File: config.mk
export PLATFORM = sky130hd
export DESIGN_NAME = sat_counter8
export DESIGN_NICKNAME = d
export VERILOG_FILES = /design/src/rtl/mod_count_checker_pkg.sv /design/src/rtl/mod_count_checker_sat_counter8.sv
export SDC_FILE = /design/constraint.sdc
export NUM_CORES = 1
export LEC_CHECK = 0
export CORE_AREA = 2 2 39 41
export DETAILED_ROUTE_END_ITERATION = 6
export DIE_AREA = 0 0 41 43
export GPL_TIMING_DRIVEN = 1
export PLACE_DENSITY_LB_ADDON = 0.2
export SYNTH_ARGS = -nofsm -noshare
export SYNTH_HDL_FRONTEND = slang
export SYNTH_SLANG_ARGS = --single-unit
File: constraint.sdc
create_clock -name clk -period 3.5 [get_ports clk]
set_input_delay 0.7 -clock clk [delete_from_list [all_inputs] [get_ports clk]]
set_output_delay 0.7 -clock clk [all_outputs]
set_load 0.005 [all_outputs]
File: src/rtl/mod_count_checker_pkg.sv
// Shared definitions for the modulo-counter checker: FSM encoding, error codes,
// statistic width and the error-code helper.
package mod_count_checker_pkg;

  localparam int STAT_W = 8;

  typedef enum logic [1:0] {
    ST_IDLE  = 2'b00,
    ST_CHECK = 2'b01,
    ST_HALT  = 2'b10
  } state_t;

  localparam logic [1:0] ERR_NONE  = 2'b00;
  localparam logic [1:0] ERR_COUNT = 2'b01;
  localparam logic [1:0] ERR_CARRY = 2'b10;
  localparam logic [1:0] ERR_BOTH  = 2'b11;

  function automatic logic [1:0] err_code_of(input logic count_mis, input logic carry_mis);
    logic [1:0] code;
    case ({carry_mis, count_mis})
      2'b01:   code = ERR_COUNT;
      2'b10:   code = ERR_CARRY;
      2'b11:   code = ERR_BOTH;
      default: code = ERR_NONE;
    endcase
    return code;
  endfunction

endpackage

File: src/rtl/mod_count_checker_sat_counter8.sv
// 8-bit event counter with synchronous clear; sat=1 saturates at all-ones,
// sat=0 wraps modulo 256.
module sat_counter8
  import mod_count_checker_pkg::*;
(
  input  logic              clk,
  input  logic              reset,
  input  logic              clear,
  input  logic              inc,
  input  logic              sat,
  output logic [STAT_W-1:0] count
);

  localparam logic [STAT_W-1:0] CNT_MAX = {STAT_W{1'b1}};
  localparam logic [STAT_W-1:0] CNT_ONE = STAT_W'(1);

  logic [STAT_W-1:0] count_r;
  logic [STAT_W-1:0] count_s;

  // Next count: clear wins over increment
  always_comb begin
    count_s = count_r;
    if (clear) begin
      count_s = {STAT_W{1'b0}};
    end else if (inc) begin
      if (sat && (count_r == CNT_MAX)) begin
        count_s = count_r;
      end else begin
        count_s = count_r + CNT_ONE;
      end
    end else begin
      count_s = count_r;
    end
  end

  // Count register
  always_ff @(posedge clk or posedge reset) begin
    if (reset) begin
      count_r <= {STAT_W{1'b0}};
    end else begin
      count_r <= count_s;
    end
  end

  assign count = count_r;

endmodule

-- Yosys cells after proc, flatten, opt, wreduce, memory -nomap -nowiden
Index checks and enable logic that the tools add are counted.
- register bits after elaboration: 8
- input port bits: 5
- output and inout port bits: 8
- word-level logic and storage cells: 10
- add/subtract/negate cells: 1
- equal/unequal tests: 2
- muxes and demuxes: 3
- reductions and logical operators: 3
- operators with widths (kind ; number):
    $mux 8 ; 3
    $add 8x1->8 const B ; 1
    $eq 8x8->1 const B ; 1
    $ne 2x2->1 const B ; 1
    $reduce_and 2->1 ; 1
    $reduce_bool 2->1 ; 1
    $logic_and 1x1->1 ; 1

-- Longest topological paths before layout
Gate-level depths: netlist of run 1.
- depth after elaboration: 5
- gate-level depth with buffers: 5
- depth with buffers taken out: 4

-- Worst setup path after synthesis of run 1
No wires, ideal clock.
- path type: input-to-reg
- start point: input port sat
- end point: register count_r[0], in the netlist count[0]
- arrival: 1637 ps
- required time: 3375 ps
- slack: 1739 ps
- stages: 4
- buffers on the path: 1
- cell sequence: and4_1 > buf_6 > a21boi_0 > mux2_2
- word-level cells in the longest chain between the ends: 3
- RTL lines (what ; RTL line ; text):
    from (decl) ; mod_count_checker_sat_counter8.sv:10 ; input logic sat,
    $logic_and 1x1->1 ; mod_count_checker_sat_counter8.sv:26 ; if (sat && (count_r == CNT_MAX)) begin
    $ne 2x2->1 (no line) ; n/a ;
    $reduce_and 2->1 (no line) ; n/a ;
    to (signal assigned) ; mod_count_checker_sat_counter8.sv:39 ; count_r <= {STAT_W{1'b0}};
    to (signal assigned) ; mod_count_checker_sat_counter8.sv:41 ; count_r <= count_s;
    to (decl) ; mod_count_checker_sat_counter8.sv:17 ; logic [STAT_W-1:0] count_r;
No other way between the ends.
A chain may end at the register's enable or synchronous reset.

-- Worst setup path after layout of run 1
Same ends and word-level chain as after synthesis.

==> results of run 1 <==
## final timing paths
kind                                      start              endpoint  slack (ns)  depth (start not counted)
max                                         sat  count[0]$_DFFE_PP0P_        1.53                          4
min                        count[7]$_DFFE_PP0P_  count[7]$_DFFE_PP0P_        0.52                          1
max reg2reg                count[0]$_DFFE_PP0P_  count[0]$_DFFE_PP0P_        1.70                          4
min reg2reg                count[7]$_DFFE_PP0P_  count[7]$_DFFE_PP0P_        0.52                          1
max in group asynchronous                 reset  count[0]$_DFFE_PP0P_        2.59                          2
min in group asynchronous                 reset  count[4]$_DFFE_PP0P_        0.68                          2
## layout make-up
type                    instances  area (um2)  area share [%]
multi-input cells              33         218            36.3
well taps                      16        20.0            3.34
clock buffers                   3        22.5            3.76
inverters                       5        18.8            3.13
flip-flops and latches          8         200            33.4
repair buffers                 12         120            20.0
## power by group through the flow
stage	clock network (mW)	logic, mW	registers [mW]
floorplan	0	0.00873	0.0989
global placement	0	0.0200	0.0991
detailed placement	0	0.0203	0.0990
CTS	0.0737	0.0205	0.0975
global route	0.0817	0.0225	0.0980
finish	0.0700	0.0200	0.0976
## routing by layer
| metal | vias to the layer above | track usage (%) | wire, um |
|---|---|---|---|
| met5 | - | 0 | 0 |
| met3 | 2 | 9.42 | 54 |
| met4 | 0 | 6.00 | 9 |
| li1 | 208 | - | - |
| met2 | 12 | 22.2 | 475 |
| met1 | 196 | 16.7 | 414 |
## cells by family (layout without fill, tap and decap cells)
logic type / Yosys count / after routing / share of synthesized area (%)
buf+inv: 7 / 20 / 7.48
flops: 8 / 8 / 44.3
fa+ha+maj: 1 / 1 / 2.77
mux: 2 / 2 / 4.71
simple gates: 18 / 18 / 22.7
compound gates: 12 / 12 / 18.0
## synth_stat cells, types with 2 or more instances
| cell | count |
|---|---|
| nand3_1 | 2 |
| a211oi_1 | 2 |
| inv_1 | 5 |
| nand2_1 | 4 |
| a21oi_1 | 3 |
| o21ai_0 | 2 |
| nand4_1 | 3 |
| nor3_1 | 2 |
| dfrtp_1 | 8 |
| and4_1 | 2 |
## critical path: stages
cell and delay (ns):
clkdlybuf4s50_1 0.40, and4_1 0.26, a21boi_0 0.36, mux2_2 0.38
## metrics by stage
| stage | area, um2 | power (mW) | hold slack [ns] |
|---|---|---|---|
| final | 599 | 0.188 | 0.521 |
| after global routing | 599 | 0.202 | 0.552 |
| after CTS | 599 | 0.192 | 0.536 |
| after detailed placement | 577 | 0.119 | 0.530 |
| after global placement | 577 | 0.119 | 0.536 |
| after floorplan | 452 | 0.108 | 0.489 |
==> flow_summary.toml, run 1 <==
[synthesis]
ys.flop_type = "dfrtp_1"
syn_nets = 54
synth_cell_type_count = 25
syn_avg_cell_area_um2 = 9.41
synth_top_cell_by_area = "dfrtp_1"
seq_area_frac_synth_pct = 44.3
synth_top_area_share_pct = 44.3
netlist_area_um2 = 452
ys_top_cells_by_area = "dfrtp_1, inv_1, nand4_1, and4_1, a21oi_1"
synth_seq_cells = 8
synth_edf_count = 0
async_flop_share_pct = 100
synthCells = 48
ys_warn_count = 0

[power_and_ir_drop]
power.share.combinational_pct = 10.7
p_seq_share_pct = 52.0
p_switching_mw = 0.0423
ir_worst_vdd_mv = 0.215
p_per_area_mw_per_mm2 = 313
cell_internal_pwr_mw = 0.145
p_clk_share_pct = 37.3
p_leak_nw = 0.242
p_sw_share_pct = 22.6

[critical_path]
path_max_fanout = 7
arrival_ns = 2.11
start_kind = "input pin"
crit_required_ns = 3.64
end_kind = "register"
worstSetupPathType = "input pin to register"

[die]
rows = 14
die_h_um = 43
die_x_um = 41
ios = 13
initial_utilization_pct = 32.6
fp.dieArea_mm2 = 0.00176
core_mm2 = 0.00138

[grt]
grt_max_degree = 9
grt-ovfl-total = 0
grt_pass1_wl_um = 1700
grt_pass1_vias = 404
antenna_found_initial = 0
grt_use_total_pct = 15.1

[clock_tree]
ctsHtreeMaxLevel = 1
clock_latency_ns = 0.25
clk_pin_slew_ns = 0.05
ctsRootBufferMaster = "clkbuf_4"
cts_sinks = 8
cts_tree = "done"
cts_resized = 0
cts_hold_buf = 0
cts_made_buffers = 3
cts.path.max_buffers = 2
post_cts_buffers = 0

[finish]
drive_gt1_share_pct = 6.56
nNetsFinal = 69
finish.utilization_pct = 43.3
fin_cells = 77
fillers = 147
largest_reg_flops = 8
diodes = 0
area_delta_synth_final_pct = 32.7
layout_common_cells = "clkdlybuf4s50_1, dfrtp_1, inv_1, nand2_1"
layout_commonest_cell = "clkdlybuf4s50_1"

[place]
hpwl_um = 732
gp_congestion = 0.763
dp_cells = 74
pre_cts_ws_ns = 1.28
port_buffers = 12

[sta]
setup_ws_ns = 1.53
tightest_slew_ns = 0.375
post-route-period-util_pct = 56.3
finalSetupViolCount = 0
max_freq_ghz = 0.508
period_needed_ns = 1.97
finalHoldViolations = 0
fin_skew_ns = 0.00163
timing.setup.tns_ns = 0
relSlewSlack_pct = 74.4
rsz0062_at_grt = "false"
drv_slew = 0

[routing]
drcViolationCount = 0
drt-total-wl_um = 953
vias_per_cell = 5.43
antenna_left = 0
wl_per_cell_um = 12.4
vias = 418
drt_iter0_markers = 5
dr.pass1.iters = 2

[run_status]
outcome = "completed"

[run]
cap_violations = 0

[worst_hold_path]
min_path_type = "register to register"
No activity file was read; power rests on OpenSTA's default activity.
==> inputs of run 2 (changes only) <==
clock period = 1.6 ns   (was 3.5 ns; I/O delays follow)
==> run 2 against run 1 <==
Non-clock buffer count increased by 8. Clock-buffer cell count unchanged. Sequential share of layout area decreased by 3.0 points. Die area unchanged. Critical endpoint is now count[0]. Combinational power increased to 3.0 times the previous value. Total power increased by 120%.
==> flow_summary.toml, run 2 (synthesis gave the netlist of run 1 again) <==
[run_status]
outcome = "completed"

[place]
gp_congestion = 0.748
pre_cts_ws_ns = -0.113
hpwl_um = 838
port_buffers = 12

[finish]
area_delta_synth_final_pct = 47.6
fillers = 139
layout_common_cells = "clkdlybuf4s50_1, buf_4, dfrtp_1, inv_1, nand2_1"
layout_commonest_cell = "clkdlybuf4s50_1"
diodes = 0
largest_reg_flops = 8
nNetsFinal = 77
drive_gt1_share_pct = 23.2

[grt]
antenna_found_initial = 0
grt_pass1_vias = 421
grt_use_total_pct = 16.1
grt-ovfl-total = 0
grt_pass1_wl_um = 1860
grt_max_degree = 9

[critical_path]
r2r-start = "count[1]$_DFFE_PP0P_"
end_kind = "output pin"
reg2reg_slack_ns = 0.10
crit_required_ns = 1.28
path_max_fanout = 4
path_cells = "buf_4 > clkdlybuf4s50_1"
slowest_stage = "clkdlybuf4s50_1"
start_kind = "register"
arrival_ns = 1.22
path_buf_inv = 2
reg2reg_depth = 4
max_stage_delay_ns = 0.50
critical-path-top-delay-family = "buffers and inverters"
worstSetupPathType = "register to output pin"
r2r_end = "count[6]$_DFFE_PP0P_"

[routing]
drcViolationCount = 0
antenna_left = 0
vias = 444
wl_per_cell_um = 12.5
drt-total-wl_um = 1060
vias_per_cell = 5.22
drt_iter0_markers = 7
dr.pass1.iters = 5

[clock_tree]
cts_sinks = 8
clock_latency_ns = 0.25
clk_pin_slew_ns = 0.05
ctsRootBufferMaster = "clkbuf_4"
cts_hold_buf = 0
ctsHtreeMaxLevel = 1
cts_made_buffers = 3
cts_tree = "done"
cts.path.max_buffers = 2

[die]
fp.dieArea_mm2 = 0.00176
die_x_um = 41
ios = 13
core_mm2 = 0.00138
rows = 14
die_h_um = 43
initial_utilization_pct = 32.6

[sta]
finalSetupViolCount = 0
finalHoldViolations = 0
relSlewSlack_pct = 74.4
tightest_slew_ns = 0.374
rsz0062_at_grt = "false"
timing.setup.tns_ns = 0
setup_ws_ns = 0.0568
max_freq_ghz = 0.648
fin_skew_ns = 0.00350
post-route-period-util_pct = 96.5
drv_slew = 0
period_needed_ns = 1.54

[worst_hold_path]
min_path_type = "input pin to asynchronous set/reset pin"

[power_and_ir_drop]
p_per_area_mw_per_mm2 = 629
p_leak_nw = 0.278
ir_worst_vdd_mv = 0.346

[run]
cap_violations = 0
[run 2: routing by layer]
layer	track usage (%)	part of all wire, %
met1	22.3	47
met3	4.71	4.1
met2	21.3	47
met5	0	0
met4	10.0	1.1
[run 2: cell type report]
class                           count  area, um2  share of cell area [%]
Clock buffer                        3       22.5                    3.38
Inverter                            5       18.8                    2.81
Multi-Input combinational cell     33        223                    33.4
Sequential cell                     8        203                    30.4
Tap cell                           16       20.0                    3.00
Timing Repair Buffer               20        180                    27.0
[run 2: worst max path at each step]
| stage | end | from | cells past startpoint |
|---|---|---|---|
| after global placement | count[5]$_DFFE_PP0P_ | inc | 4 |
| final | count[0] | count[0]$_DFFE_PP0P_ | 2 |
| after detailed placement | count[6]$_DFFE_PP0P_ | sat | 4 |
| after floorplan | count[6]$_DFFE_PP0P_ | count[1]$_DFFE_PP0P_ | 5 |
| after CTS | count[3] | count[3]$_DFFE_PP0P_ | 1 |
| after global routing | count[2] | count[2]$_DFFE_PP0P_ | 1 |
[run 2: power by group]
group	switching, mW	internal [mW]
registers	0.00355	0.208
clock network	0.0627	0.0854
logic	0.0244	0.0357
[run 2: timing repair]
item / CTS / global route
resized for setup: 0 / 4
setup endpoints to repair: 0 / 3
buffers inserted: 0 / 0
[run 2: through the flow]
step	area [um2]	cells	hold WS (ns)	util, %	power (mW)
after floorplan	454	48	0.136	-	0.236
after global placement	639	82	0.505	46.2	0.275
after detailed placement	639	82	0.503	46.2	0.275
after CTS	662	85	0.327	47.8	0.429
after global routing	667	85	0.345	48.2	0.454
final	667	85	0.321	48.2	0.419
==> inputs of run 3 (changes only) <==
HOLD_SLACK_MARGIN = 0.03   (was unset)
==> results of run 3 <==
The final DEF is identical to that of run 2; final timing and power are the same.
